===== src/rtl/button_conditioner_pkg.sv =====
// Shared types and defaults for the push-button conditioner.
package button_conditioner_pkg;

  localparam int unsigned DEBOUNCE_CYCLES_DEFAULT = 50000;

  typedef enum logic [1:0] {
    S_LOW       = 2'd0,
    S_RISE_WAIT = 2'd1,
    S_HIGH      = 2'd2,
    S_FALL_WAIT = 2'd3
  } deb_state_t;

endpackage


===== src/rtl/debounce_channel.sv =====
// One button channel: invert, 2-flop synchronizer, debounce FSM with qualification counter.
module debounce_channel
  import button_conditioner_pkg::*;
#(
  parameter int unsigned DEBOUNCE_CYCLES = DEBOUNCE_CYCLES_DEFAULT
) (
  input  logic Clk,
  input  logic Reset,
  input  logic i_button_n_raw,
  output logic o_level
);

  localparam int unsigned CNT_W = $clog2(DEBOUNCE_CYCLES + 1);
  localparam logic [CNT_W-1:0] CNT_MAX = CNT_W'(DEBOUNCE_CYCLES);
  localparam logic [CNT_W-1:0] CNT_ONE = CNT_W'(1);

  logic             r_sync1;
  logic             r_sync2;
  deb_state_t       r_state;
  logic [CNT_W-1:0] r_cnt;
  logic             r_level;

  deb_state_t       w_state_nxt;
  logic [CNT_W-1:0] w_cnt_nxt;
  logic             w_level_nxt;

  // Synchronizer, state, counter and output register; reset reads as button released.
  always_ff @(posedge Clk) begin
    if (Reset) begin
      r_sync1 <= 1'b0;
      r_sync2 <= 1'b0;
      r_state <= S_LOW;
      r_cnt   <= '0;
      r_level <= 1'b0;
    end else begin
      r_sync1 <= ~i_button_n_raw;
      r_sync2 <= r_sync1;
      r_state <= w_state_nxt;
      r_cnt   <= w_cnt_nxt;
      r_level <= w_level_nxt;
    end
  end

  always_comb begin
    w_state_nxt = r_state;
    w_cnt_nxt   = r_cnt;
    case (r_state)
      S_LOW: begin
        if (r_sync2) begin
          w_state_nxt = S_RISE_WAIT;
          w_cnt_nxt   = CNT_ONE;
        end
      end
      S_RISE_WAIT: begin
        if (!r_sync2) begin
          w_state_nxt = S_LOW;
        end else if (r_cnt == CNT_MAX) begin
          w_state_nxt = S_HIGH;
        end else begin
          w_cnt_nxt = r_cnt + CNT_ONE;
        end
      end
      S_HIGH: begin
        if (!r_sync2) begin
          w_state_nxt = S_FALL_WAIT;
          w_cnt_nxt   = CNT_ONE;
        end
      end
      S_FALL_WAIT: begin
        if (r_sync2) begin
          w_state_nxt = S_HIGH;
        end else if (r_cnt == CNT_MAX) begin
          w_state_nxt = S_LOW;
        end else begin
          w_cnt_nxt = r_cnt + CNT_ONE;
        end
      end
      default: begin
        w_state_nxt = S_LOW;
        w_cnt_nxt   = '0;
      end
    endcase
    // Output register tracks the next state so it changes on the same edge as the state.
    w_level_nxt = (w_state_nxt == S_HIGH) || (w_state_nxt == S_FALL_WAIT);
  end

  assign o_level = r_level;

endmodule


===== src/rtl/button_conditioner.sv =====
// Three independent debounced button channels feeding the controller's LoadA/LoadB/Execute.
module button_conditioner
  import button_conditioner_pkg::*;
#(
  parameter int unsigned DEBOUNCE_CYCLES = DEBOUNCE_CYCLES_DEFAULT
) (
  input  logic Clk,
  input  logic Reset,
  input  logic LoadA_n_raw,
  input  logic LoadB_n_raw,
  input  logic Execute_n_raw,
  output logic LoadA,
  output logic LoadB,
  output logic Execute
);

  debounce_channel #(.DEBOUNCE_CYCLES(DEBOUNCE_CYCLES)) u_load_a (
    .Clk            (Clk),
    .Reset          (Reset),
    .i_button_n_raw (LoadA_n_raw),
    .o_level        (LoadA)
  );

  debounce_channel #(.DEBOUNCE_CYCLES(DEBOUNCE_CYCLES)) u_load_b (
    .Clk            (Clk),
    .Reset          (Reset),
    .i_button_n_raw (LoadB_n_raw),
    .o_level        (LoadB)
  );

  debounce_channel #(.DEBOUNCE_CYCLES(DEBOUNCE_CYCLES)) u_execute (
    .Clk            (Clk),
    .Reset          (Reset),
    .i_button_n_raw (Execute_n_raw),
    .o_level        (Execute)
  );

endmodule

===== config.mk =====
export PLATFORM = sky130hd
export DESIGN_NAME = button_conditioner
export DESIGN_NICKNAME = d
export VERILOG_FILES = /design/src/rtl/button_conditioner_pkg.sv /design/src/rtl/debounce_channel.sv /design/src/rtl/button_conditioner.sv
export SDC_FILE = /design/constraint.sdc
export NUM_CORES = 1
export LEC_CHECK = 0
export ABC_AREA = 0
export CORE_MARGIN = 3
export CORE_UTILIZATION = 55
export CTS_CLUSTER_SIZE = 12
export DETAILED_ROUTE_END_ITERATION = 8
export DONT_BUFFER_PORTS = 1
export PLACE_DENSITY = 0.7
export SETUP_SLACK_MARGIN = 0.15
export SLEW_MARGIN = 20
export SYNTH_ARGS = -nofsm -noshare
export SYNTH_HDL_FRONTEND = slang
export SYNTH_SLANG_ARGS = --single-unit

===== constraint.sdc =====
create_clock -name Clk -period 1.7 [get_ports Clk]
set_clock_uncertainty 0.1 [all_clocks]
set_input_delay 0.34 -clock Clk [delete_from_list [all_inputs] [get_ports Clk]]
set_output_delay 0.34 -clock Clk [all_outputs]
set_load 0.05 [all_outputs]

Yosys cells after proc, flatten, opt, wreduce, memory -nomap -nowiden
Cells that the tools add are included.

storage, ports and cells
  register bits after elaboration = 63
  bits in latches = 0
  bits in writable memories = 0
  memory bits (read-only) = 0
  bits of input ports = 5
  output and inout port bits = 3
  logic and storage cells = 99
  memories kept = 0

cells by class
  $add $sub $neg = 3
  multiply operators = 0
  div/mod/pow operators = 0
  order comparisons = 0
  eq/ne operators = 30
  shift-type cells = 0
  muxes and demuxes = 39
  bitwise gates (word level) = 3
  reduce and logical (&&, ||, !) cells = 9

operators by type and width
  kind                   number
  $mux 16                15
  $pmux 16 s4            3
  $add 16x1->16 const B  3
  $eq 16x16->1 const B   3
  $mux 2                 18
  $eq 2x2->1 const B     12
  $pmux 2 s4             3
  $ne 2x1->1 const B     6
  $ne 2x2->1 const B     6
  $reduce_and 4->1       3
  $eq 2x1->1 const B     3
  $logic_not 2->1        3
  $logic_or 1x1->1       3
  $not 1->1              3

Longest topological paths before layout
  depth in word-level cells = 6
  mapped depth = 7

Cells and area by module
A second synthesis with hierarchy kept.

unflattened totals
  cell total of the unflattened synthesis = 376
  area total of the unflattened synthesis = 3,219.3 µm²

modules (own cells, without submodules)
  module                            instances  cells each  area each (µm²)
  debounce_channel at u_load_a ...  2          126         1,066.0
  debounce_channel at u_execute     1          124         1,087.3

Worst setup path before layout
OpenSTA, ideal clock, no wires.

  path type = reg2reg
  start point = register u_execute.r_cnt[0]
  end point = register u_execute.r_cnt[9]
  setup time = 117 ps
  arrival time = 1,580 ps
  required time = 1,483 ps
  slack = -98 ps
  cell stages (with the launch flop) = 8
  period minus slack after synthesis = 1,798 ps
  path through = dfxtp_1 -> inv_1 -> ha_1 -> and4_1 -> and4_1 -> clkbuf_1 -> a211o_1 -> a32o_1

on the way
  cells in the longest elaborated chain, start to end = 4

RTL lines
  item                                           RTL line                                        RTL
  start: declaration                             debounce_channel.sv:20                          logic [CNT_W-1:0] r_cnt;
  start signal: assignment                       debounce_channel.sv:39                          r_cnt <= w_cnt_nxt;
  $add 16x1->16 or $eq 16x16->1 (tied branches)  n/a
  $mux 16 (*)                                    debounce_channel.sv:57, debounce_channel.sv:72
  $mux 16 (on tied branches)                     debounce_channel.sv:70, debounce_channel.sv:55
  $pmux 16 s4 (*)                                debounce_channel.sv:47                          case (r_state)

Mark *: on every way between the ends. The rest lies on a longest branch, timed or not. The select of a mux whose other input is x is not followed.
A chain may end at the register's enable or synchronous reset.

Worst setup path after layout
  start point = register u_load_a.r_sync2
  end point = register u_load_a.r_cnt[15]

on the way
  cells in the longest elaborated chain, start to end = 2

RTL lines
  item                                                RTL line                RTL
  start: declaration                                  debounce_channel.sv:18  logic r_sync2;
  start signal: assignment                            debounce_channel.sv:37  r_sync2 <= r_sync1;
  $ne 2x2->1 (no line) or $ne 2x1->1 (tied branches)  n/a
  $reduce_and 4->1 (no line) (*)                      n/a
  end signal: assignment                              debounce_channel.sv:39
  end: declaration                                    debounce_channel.sv:20

Mark *: on every way between the ends. The rest lies on a longest branch, timed or not.

==> metrics.md <==
| Metric | Value |
|---|---|
| # IOs | 8 |
| Initial core utilization | 58.8% |
| Final worst setup slack | -32.4 ps |
| R2R setup slack | -30 ps |
| Hold Fails Final Rpt | 0 |
| Setup TNS | -34.0 ps |
| Total grt overflow | 0 |
| RSZ-0062 raised after global routing | true |
| Multiplexer share of the synthesized area | 0.642% |
| Yosys top cell by area | dfxtp_1 |
| #FFs+latches synth | 63 |
| Clock buffer depth | 2 |
| IR drop worst, VDD | 642 µV |
| Slew @ Worst Pin | 854 ps |
| Setup violators final | 2 |
| Simple-gate area share of the yosys netlist | 30.5% |
| CP endpoint kind | flop |
| Final design instance area without fill | 4480 µm² |
| Port-buffer cells | 0 |
| First-pass GRT wire length | 14,900 µm |
| Post-DP Area | 3600 µm² |
| Async SR Flop Fraction | 0% |
| Max cap viols | 0 |
| Power per cell area | 656 nW/µm² |
| Yosys warnings | 0 |
| Average routed wire per standard cell | 18.3 µm |
| TritonCTS clock tree | done |
| Mean post-synth cell area | 8.42 µm² |
| Hold slack | 3.64 ps |
| Top post-synthesis cells by area | dfxtp_1 (40%), a21oi_1 (5.5%), nand3_1 (4.0%) |
| Largest net degree at the start of global routing | 29 |
| Post-DP HPWL | 5560 µm |
| Layout cells sized above 1 | 43.8% |
| Number of synthesized flops with an enable pin | 0 |
| Cell count after synthesis | 370 |
| First DRT Iteration DRCs | 307 |
| Area Overhead vs Synth | 43.6% |
| Post-synthesis compound-gate area fraction | 19.0% |
| Vias in the first global route | 3,239 |
| Sequential cell area fraction in the yosys report | 40.5% |
| Int Pwr | 2.25 mW |
| Sw Ratio | 23.4% |
| Worst Hold Class | input pin to flop |
| Vias | 3,332 |
| Synth Area in Adders | 2.41% |
| Number of fillers in the final layout | 292 |
| Sequential power share | 50.5% |
| Tcrit/Tclk final | 102% |
| Final ANT Viol Nets | 0 |
| WS Path Type | flop to flop |
| Die width | 81.3 µm |
| Mapped Nets | 381 |
| Critical Path RT | 1870 ps |
| # rows | 26 |
| Commonest non-fill, non-tap cell in the layout | buf_4 |
| Vias per Instance | 6.47 |
| H-tree levels | 3 |
| Total routed wirelength | 9410 µm |
| Status | finished with violations |
| Synth unique cells | 50 |
| Most frequent cells in the layout | buf_4 (59), dfxtp_1 (26), a21oi_1 (23) |
| Slew Limit Headroom | 42.7% |
| N_diodes | 0 |
| CTS clk-pin slew, worst paths | 70 ps |
| GRT Resource Usage Total | 29.1% |
| Core box area | 5300 µm² |
| Place WS | -42.1 ps |
| Final nets | 451 |
| Initial antenna violation count | 0 |
| Fin. max-slew vios | 0 |
| Clock root buffer | clkbuf_8 |
| Most used DFF post-synth | dfxtp_1 |
| Gate power share | 5.6% |
| Clk sinks | 63 |
| Largest family of logic cells by synthesized area | simple AND/OR/NAND/NOR gates |
| Crit path time final | 1730 ps |
| 1st-pass router iterations | 5 |
| Residual DRC | 0 |
| Failing checks | negative setup slack |
| Switching Power | 687 µW |
| Synth top area share | 40.5% |
| Leak pwr | 1.56 nW |
| CTS Buf Count | 9 |
| Die Ht | 81.3 µm |
| DIE AREA | 6610 µm² |
| Area of the mapped netlist | 3120 µm² |
| WP data arrival | 1900 ps |
| Crit path launch type | flop |
| Max frequency | 577 MHz |
| Clock Latency Late Sink | 340 ps |
| Clk pwr share | 43.9% |
| Worst-path fanout max | 3 |
| Cts-stage hold buffer count | 4 |
| Routability cong. | 0.936 |
| Post-Synth XOR/XNOR Area | 3.61% |
## cell usage after synthesis (3+ instances only)
cell	n
a21oi_1	34
a32o_1	3
and2_1	5
and3_1	5
and4_1	6
clkbuf_1	11
dfxtp_1	63
ha_1	6
inv_1	16
nand2_1	26
nand3_1	25
nand4_1	18
nand4b_1	3
nor2_1	19
nor2b_1	3
nor3_1	8
nor4_1	10
nor4bb_1	5
o211ai_1	5
o21ai_0	21
o21ai_1	3
o31ai_1	5
o32ai_1	4
o41ai_1	4
or2_2	5
or3_1	15
or4_1	5
xnor2_1	5
xor2_1	6
## power by group through the flow
stage	logic [mW]	registers [mW]	clock network, mW
floorplan	0.0721	1.53	0
global placement	0.104	1.53	0
detailed placement	0.105	1.53	0
CTS	0.150	1.49	1.30
global route	0.176	1.48	1.38
finish	0.164	1.48	1.29
## layout make-up
cell class	count	area [µm²]	area share, %
Clock buffer	12	145	3.24
Clock inverter	4	45.0	1.01
Inverter	16	65.1	1.45
Multi-Input combinational cell	279	2200	49.1
Sequential cell	63	1350	30.0
Tap cell	70	87.6	1.96
Timing Repair Buffer	71	592	13.2
## layer usage
layer	vias to the layer above	routed length, µm	global-route usage (%)
met5	-	0	0
met4	0	143	11.7
met3	24	619	7.54
met2	154	4700	47.2
met1	1599	3950	36.7
li1	1555	-	-
## registers in the layout, summed over array words and instances, names as in the netlist
name / cells
u_load_a.r_cnt: 16
u_load_a.r_sync2: 1
u_execute.r_sync2: 1
u_load_b.r_state: 2
u_load_a.r_sync1: 1
u_load_a.r_state: 2
u_execute.o_level: 1
u_execute.r_state: 2
u_load_b.r_sync2: 1
u_load_b.r_cnt: 16
u_execute.r_cnt: 16
u_execute.r_sync1: 1
u_load_b.o_level: 1
u_load_b.r_sync1: 1
u_load_a.o_level: 1
## repair_timing
item,in CTS,in global routing
resized for setup,73,67
setup buffers,11,8
pin swaps,28,24
endpoints found under the hold margin,28,1
endpoints found under the setup margin,40,53
## through the flow
stage,util (%),instances,power [mW]
finish,84.4,515,2.94
global route,84.4,515,3.04
CTS,78.3,507,2.94
detailed placement,67.8,476,1.64
global placement,67.8,476,1.64
floorplan,-,370,1.60
## cells by family after synthesis
group / count (synthesis)
AO/OA/AOI/OAI: 94
multiplexers: 2
buffers and inverters: 28
AND/OR/NAND/NOR: 165
flip-flops: 63
adder cells (fa/ha/maj): 6
XOR/XNOR: 12
## critical path: stages (launching register included)
cell	delay (ps)
dfxtp_2	340
xnor2_2	140
or4_4	550
or3_4	390
a21oi_2	150
## worst paths after layout
kind,cells after the start,start,to
worst max-delay path,4,u_load_a.r_sync2,u_load_a.r_cnt[15]
worst min-delay path,1,Reset,u_load_b.r_cnt[9]
worst max register to register,4,u_load_a.r_sync2,u_load_a.r_cnt[15]
worst min register to register,1,u_execute.r_sync1,u_execute.r_sync2
Note: power is estimated with default switching activity, not from simulation.
